$ cat src/rtl/key_conditioner.sv
// Two-channel push-button conditioner: synchronise, debounce, and emit press/release pulses.
// Optional auto-repeat of key_press while a key stays held is enabled by defining KEY_AUTOREPEAT_EN.
module key_conditioner #(
    parameter int DEBOUNCE_CYCLES = 500000,
    parameter int REPEAT_DELAY    = 25000000,
    parameter int REPEAT_PERIOD   = 5000000
) (
    input  logic       clk,
    input  logic       reset,
    input  logic [1:0] KEY,
    output logic [1:0] key_level,
    output logic [1:0] key_press,
    output logic [1:0] key_release
);

    localparam int CNT_W = $clog2(DEBOUNCE_CYCLES + 1);
    localparam logic [CNT_W-1:0] CNT_LAST = CNT_W'(DEBOUNCE_CYCLES - 1);

`ifdef KEY_AUTOREPEAT_EN
    localparam int RPT_MAX = (REPEAT_DELAY > REPEAT_PERIOD) ? REPEAT_DELAY : REPEAT_PERIOD;
    localparam int RPT_W   = $clog2(RPT_MAX + 1);
    localparam logic [RPT_W-1:0] DELAY_LAST  = RPT_W'(REPEAT_DELAY - 1);
    localparam logic [RPT_W-1:0] PERIOD_LAST = RPT_W'(REPEAT_PERIOD - 1);
`endif

    typedef enum logic [1:0] {
        IDLE,
        PRESS_WAIT,
        HELD,
        RELEASE_WAIT
    } state_t;

    for (genvar ch = 0; ch < 2; ch++) begin : g_chan
        logic           sync_meta;
        logic           sync_s;
        logic           pressed;
        state_t         state, state_nxt;
        logic [CNT_W-1:0] cnt, cnt_nxt;
        logic           press_nxt, release_nxt, level_nxt, rpt_fire;
        logic           level_q, press_q, release_q;

        // Synchroniser resets to "released" so a reset never fakes a press.
        always_ff @(posedge clk or negedge reset) begin
            if (!reset) begin
                sync_meta <= 1'b1;
                sync_s    <= 1'b1;
            end else begin
                // NOTE: non-blocking assignments make the two flops a true shift stage.
                sync_meta <= KEY[ch];
                sync_s    <= sync_meta;
            end
        end

        assign pressed = ~sync_s;

        always_comb begin
            // NOTE: every output gets a default first so no path leaves a latch behind.
            state_nxt   = state;
            cnt_nxt     = cnt;
            press_nxt   = 1'b0;
            release_nxt = 1'b0;
            unique case (state)
                IDLE: begin
                    if (pressed) begin
                        state_nxt = PRESS_WAIT;
                        cnt_nxt   = '0;
                    end
                end
                PRESS_WAIT: begin
                    if (!pressed) begin
                        state_nxt = IDLE;
                        cnt_nxt   = '0;
                    end else if (cnt >= CNT_LAST) begin
                        state_nxt = HELD;
                        cnt_nxt   = '0;
                        press_nxt = 1'b1;
                    end else begin
                        cnt_nxt = cnt + 1'b1;
                    end
                end
                HELD: begin
                    if (!pressed) begin
                        state_nxt = RELEASE_WAIT;
                        cnt_nxt   = '0;
                    end
                end
                RELEASE_WAIT: begin
                    if (pressed) begin
                        state_nxt = HELD;
                        cnt_nxt   = '0;
                    end else if (cnt >= CNT_LAST) begin
                        state_nxt   = IDLE;
                        cnt_nxt     = '0;
                        release_nxt = 1'b1;
                    end else begin
                        cnt_nxt = cnt + 1'b1;
                    end
                end
                default: begin
                    state_nxt = IDLE;
                    cnt_nxt   = '0;
                end
            endcase
            level_nxt = (state_nxt == HELD) || (state_nxt == RELEASE_WAIT);
        end

`ifdef KEY_AUTOREPEAT_EN
        logic [RPT_W-1:0] rpt_cnt, rpt_cnt_nxt;
        logic             rpt_phase, rpt_phase_nxt;

        // rpt_phase selects the first (long) delay or the steady repeat period.
        always_comb begin
            rpt_cnt_nxt   = '0;
            rpt_phase_nxt = 1'b0;
            rpt_fire      = 1'b0;
            if (state == HELD && state_nxt == HELD) begin
                if (rpt_cnt >= (rpt_phase ? PERIOD_LAST : DELAY_LAST)) begin
                    rpt_fire      = 1'b1;
                    rpt_phase_nxt = 1'b1;
                end else begin
                    rpt_cnt_nxt   = rpt_cnt + 1'b1;
                    rpt_phase_nxt = rpt_phase;
                end
            end
        end

        always_ff @(posedge clk or negedge reset) begin
            if (!reset) begin
                rpt_cnt   <= '0;
                rpt_phase <= 1'b0;
            end else begin
                rpt_cnt   <= rpt_cnt_nxt;
                rpt_phase <= rpt_phase_nxt;
            end
        end
`else
        assign rpt_fire = 1'b0;
`endif

        always_ff @(posedge clk or negedge reset) begin
            if (!reset) begin
                state     <= IDLE;
                cnt       <= '0;
                level_q   <= 1'b0;
                press_q   <= 1'b0;
                release_q <= 1'b0;
            end else begin
                state     <= state_nxt;
                cnt       <= cnt_nxt;
                level_q   <= level_nxt;
                press_q   <= press_nxt | rpt_fire;
                release_q <= release_nxt;
            end
        end

        assign key_level[ch]   = level_q;
        assign key_press[ch]   = press_q;
        assign key_release[ch] = release_q;
    end

endmodule

$ cat config.mk
export PLATFORM = sky130hd
export DESIGN_NAME = key_conditioner
export DESIGN_NICKNAME = d
export VERILOG_FILES = /design/src/rtl/key_conditioner.sv
export SDC_FILE = /design/constraint.sdc
export NUM_CORES = 1
export LEC_CHECK = 0
export ABC_AREA = 1
export CORE_ASPECT_RATIO = 1.25
export CORE_MARGIN = 10
export CORE_UTILIZATION = 45
export CTS_CLUSTER_DIAMETER = 150
export DETAILED_ROUTE_END_ITERATION = 10
export PLACE_DENSITY = 0.68
export SKIP_CTS_REPAIR_TIMING = 1
export SYNTH_ARGS = -nofsm -noshare
export SYNTH_HDL_FRONTEND = slang
export SYNTH_SLANG_ARGS = --single-unit
$ cat constraint.sdc
create_clock -name clk -period 1.8 [get_ports clk]
set_input_delay 0.27 -clock clk [delete_from_list [all_inputs] [get_ports clk]]
set_output_delay 0.27 -clock clk [all_outputs]
set_load 0.005 [all_outputs]
### Word level (Yosys, flattened, before mapping)

Index checks and enable logic that the tools add are counted.

| storage, ports and cells | value |
|---|---|
| register bits after elaboration | 52 |
| latch bits | 0 |
| memory bits (writable) | 0 |
| memory bits (read-only) | 0 |
| bits of input ports | 4 |
| output and inout port bits | 6 |
| memories kept | 0 |

| cells by class | value |
|---|---|
| add/subtract/negate cells | 2 |
| $mul | 0 |
| div/mod/pow operators | 0 |
| magnitude comparators | 2 |
| equal/unequal tests | 14 |
| shift-type cells | 0 |
| muxes and demuxes | 36 |
| bitwise logic cells | 0 |
| reduce and logical (&&, ||, !) cells | 6 |

Operators with widths:

| kind | number |
|---|---|
| $mux W19 | 10 |
| $pmux W19 S4 | 2 |
| $add A19 B1 Y19 const B | 2 |
| $ge A19 B19 Y1 const B | 2 |
| $mux W2 | 12 |
| $eq A2 B2 Y1 const B | 8 |
| $pmux W2 S4 | 2 |
| $mux W1 | 10 |
| $ne A2 B2 Y1 const B | 4 |
| $eq A2 B1 Y1 const B | 2 |
| $logic_not A2 Y1 | 2 |
| $reduce_and A2 Y1 | 2 |
| $logic_or A1 B1 Y1 | 2 |

### Logic depth before layout (Yosys ltp)

| depth | value |
|---|---|
| depth after elaboration | 6 |
| depth in mapped cells | 13 |
| mapped depth without buffers | 13 |

### Worst setup path before layout

OpenSTA, ideal clock, no wires.

| timing path | value |
|---|---|
| kind | register to register |
| start | register g_chan[1].cnt[0] |
| end | register g_chan[1].cnt[10] |
| library setup time | 0.073 ns |
| arrival | 1.519 ns |
| slack | 0.208 ns |
| cell stages (with the launch flop) | 12 |
| cells stage by stage | dfrtp_1 ha_1 nand2_1 inv_1 nand2_1 nand2_1 nand2_1 nand2_1 o21ai_2 nand2_2 buf_6 a21oi_2 |

| between the ends | value |
|---|---|
| longest elaborated chain between the ends | 4 |

RTL lines:

| element | line | text |
|---|---|---|
| start: declaration | 38 | `logic [CNT_W-1:0] cnt, cnt_nxt;` |
| start signal: assignment | 149 | `cnt <= cnt_nxt;` |
| $add A19 B1 Y19 or $ge A19 B19 Y1 (tied branches) | n/a |  |
| $mux W19 (*) | 73, 91 |  |
| $mux W19, on equally long branches | 88, 70 |  |
| $pmux W19 S4 (*) | 62 | `unique case (state)` |

Every way passes the cells marked *; elsewhere a longest branch is shown, timed or not.
A chain may end at the register's enable or synchronous reset.

### Final worst setup path

| timing path | value |
|---|---|
| start | register g_chan[0].cnt[0] |
| end | register g_chan[0].cnt[0] |

| between the ends | value |
|---|---|
| longest elaborated chain between the ends | 4 |

RTL lines:

| element | line |
|---|---|
| start: declaration | 38 |
| start signal: assignment | 149 |
| $add A19 B1 Y19 or $ge A19 B19 Y1 (tied branches) | n/a |
| $mux W19 (*) | 73, 91 |
| $mux W19, on equally long branches | 88, 70 |
| $pmux W19 S4 (*) | 62 |

Marks and branches as above.

==> key figures <==
Status
  – Outcome: completed

Yosys
  – Commonest register cell after synthesis: sky130_fd_sc_hd__dfrtp_1
  – Leading cell types by total area after synthesis: sky130_fd_sc_hd__dfrtp_1 (38%), sky130_fd_sc_hd__nand2_1 (16%), sky130_fd_sc_hd__xor2_1 (6.3%), sky130_fd_sc_hd__nor2_1 (4.9%), sky130_fd_sc_hd__inv_1 (4.7%)
  – Largest area contributor in the netlist: sky130_fd_sc_hd__dfrtp_1
  – Commonest cells in the netlist: sky130_fd_sc_hd__nand2_1 (133), sky130_fd_sc_hd__dfrtp_1 (47), sky130_fd_sc_hd__nor2_1 (40)
  – Asr flop ratio synth: 100%
  – Most frequently used cell type in the post-synthesis netlist: sky130_fd_sc_hd__nand2_1
  – Synth top area share: 38.4%
  – Per-instance average area after synthesis: 7.63 um^2
  – Synthesized cell area: 0.00306 mm^2
  – Cell count after synthesis: 401
  – Synth unique cells: 34
  – Post-synth EDFFs: 0
  – Syn nets: 407
  – YS warnings: 0
  – Portion of the post-synthesis area used by sequential elements: 41.9%
  – Count of state elements after synthesis: 51

Clock network
  – Clock-pin transition on the worst setup and hold timing paths: 90 ps
  – H-tree depth: 2
  – Root Buffer: sky130_fd_sc_hd__clkbuf_8
  – Clock buffers created by TritonCTS: 5
  – Clock tree from TritonCTS: yes
  – Number of sinks handled by clock tree synthesis: 51
  – Insertion delay to the later sink of the worst-skew pair: 300 ps
  – Bufs on Longest Clock Path: 2

Routing
  – Wire length after detailed routing: 6070 um
  – Post-route DRC violation count: 0
  – Total number of vias: 2497
  – Number of detailed-routing iterations run before antenna repair: 4
  – DRT iter0 DRCs: 112
  – WL per Instance: 11.8 um
  – Post-route antenna net violation count: 0
  – Average via count per standard cell: 4.87

Timing
  – Count of final setup violators: 0
  – Highest clock frequency the design can meet: 0.600 GHz
  – Final period utilization: 92.7%
  – Accumulated negative setup slack: 0 ps
  – Slew at the pin closest to its max-slew limit: 496 ps
  – Setup ws final: 132 ps
  – Tightest hold margin: 360 ps
  – Count of final hold-check violations: 0
  – Worst slew margin relative to its limit: 66.9%
  – Final worst path period need: 1670 ps
  – Clock skew: 10.0 ps
  – RSZ-0062 raised after global routing: true
  – Number of pins exceeding their max-slew limit in the final report: 0

Floorplanning
  – Die Outline Area: 0.0105 mm^2
  – Core Footprint: 0.00661 mm^2
  – Starting Density: 46.3%
  – Die Ht: 112 um
  – DIE WIDTH: 93.8 um
  – Ports placed on the boundary: 10
  – FP Rows: 33

Critical path
  – Kind of start point of the critical path: flop
  – Largest fanout on the critical path: 10
  – Required time reported for the critical path endpoint: 2040 ps
  – Slowest CP cell: sky130_fd_sc_hd__dfrtp_1
  – Critical path endpoint category: flop
  – Signal arrival time at the worst endpoint: 1910 ps
  – Cell repeated most along the worst path: sky130_fd_sc_hd__nand2_2
  – Crit-path cells: ha_2 -> nand2_2 -> nor2_1 -> nand3_1 -> nand2_1 -> nand2_2 -> nand3_4 -> nor2_8 -> buf_12 -> nand2_2 -> nand2_1
  – Delay contributed by the slowest stage of the critical path: 420 ps
  – Top delay family on crit path: simple AND/OR/NAND/NOR gates
  – Critical setup path kind: flop to flop
  – Critical path buffer and inverter count: 1

Placed design
  – Final HPWL DP: 4420 um
  – Buffers added on ports: 9
  – Placer Congestion: 0.876
  – Dpl ws: 23.3 ps

Power
  – Leakage power of the design: 1.63 nW
  – Worst ir drop on vdd: 306 uV
  – Power density cells: 565 mW/mm^2
  – Total power draw: 1.95 mW

Flow run
  – Max-cap viol count: 0

Global route
  – GRT Util Overall: 11.9%
  – Global-route wire length before repair: 10500 um
  – Largest net degree at the start of global routing: 22
  – Sum of overflow across all layers after global routing: 0
  – Initial antenna violation count: 0
  – Via count of the first global-routing pass: 2455

Finish
  – Area added between synthesis and finish: 12.9%
  – Diodes inserted: 0
  – Fraction of layout instances using a drive strength above 1: 17.4%
  – Number of nets in the layout: 432

Worst hold path
  – Hold Crit Class: flop to flop
==> final cells by class <==
cell class	instances	area, um^2
clock buffers	5	68.8
clock inverters	2	13.8
fillers	636	3150
inverters	41	154
multi-input cells	297	1550
flip-flops and latches	51	1280
well taps	87	109
repair buffers	30	283
==> layer usage <==
layer,share of wire [%],track usage [%]
met5,0,0
met4,1.0,3.96
met3,2.1,2.53
met2,53,21.5
met1,44,13.2
==> per-stage QoR <==
stage,cell area [um^2],utilization [%],instances
global route,3450,52.3,513
finish,3450,52.3,513
CTS,3390,51.3,509
global placement,3300,50.0,502
detailed placement,3300,50.0,502
floorplan,3060,-,401
==> flip-flops by register name, indices dropped and copies added, names as in the netlist <==
signal / cells
g_chan.cnt: 38
g_chan.level_q: 2
g_chan.press_q: 2
g_chan.release_q: 2
g_chan.state: 3
g_chan.sync_meta: 2
g_chan.sync_s: 2
==> where the power goes <==
group	total [mW]	switching (mW)	leakage [nW]	internal (mW)
clock network	0.640	0.373	0.0440	0.267
logic	0.138	0.0867	0.899	0.0511
registers	1.17	0.0121	0.691	1.16
==> logic make-up after synthesis <==
family                     synth area share [%]
AOI/OAI and AO/OA                          6.62
xor gates and xnor gates                   7.44
buffers and inverters                      7.97
and+or+nand+nor                            35.3
adders and majority gates                 0.818
DFF                                        41.9
==> placed cells by master, fill, tap and decap left out, types with 3 or more instances in the layout <==
cell type                           n
sky130_fd_sc_hd__clkbuf_8           5
sky130_fd_sc_hd__nor3_1             4
sky130_fd_sc_hd__a21oi_2            9
sky130_fd_sc_hd__clkdlybuf4s50_1    8
sky130_fd_sc_hd__inv_1             38
sky130_fd_sc_hd__buf_4             17
sky130_fd_sc_hd__o21ai_0           14
sky130_fd_sc_hd__nor2_2             5
sky130_fd_sc_hd__buf_12             3
sky130_fd_sc_hd__dfrtp_1           47
sky130_fd_sc_hd__nand2_2           15
sky130_fd_sc_hd__a21oi_1            3
sky130_fd_sc_hd__xnor2_1            4
sky130_fd_sc_hd__nand3_1           20
sky130_fd_sc_hd__nand2_1          132
sky130_fd_sc_hd__nor2_1            40
sky130_fd_sc_hd__nand4_1           12
sky130_fd_sc_hd__dfstp_2            4
sky130_fd_sc_hd__xor2_1            22
==> worst paths after layout <==
kind	start	endpoint	slack (ps)	depth (start not counted)
max	g_chan[0].cnt[0]	g_chan[0].cnt[0]	130	11
min	g_chan[1].sync_meta	g_chan[1].sync_s	360	0
max in group asynchronous	reset	g_chan[1].cnt[4]	690	3
min in group asynchronous	reset	g_chan[0].cnt[5]	450	2
min reg2reg	g_chan[1].sync_meta	g_chan[1].sync_s	360	0
max reg2reg	g_chan[0].cnt[0]	g_chan[0].cnt[0]	130	11
No activity file was read; power rests on OpenSTA's default activity.
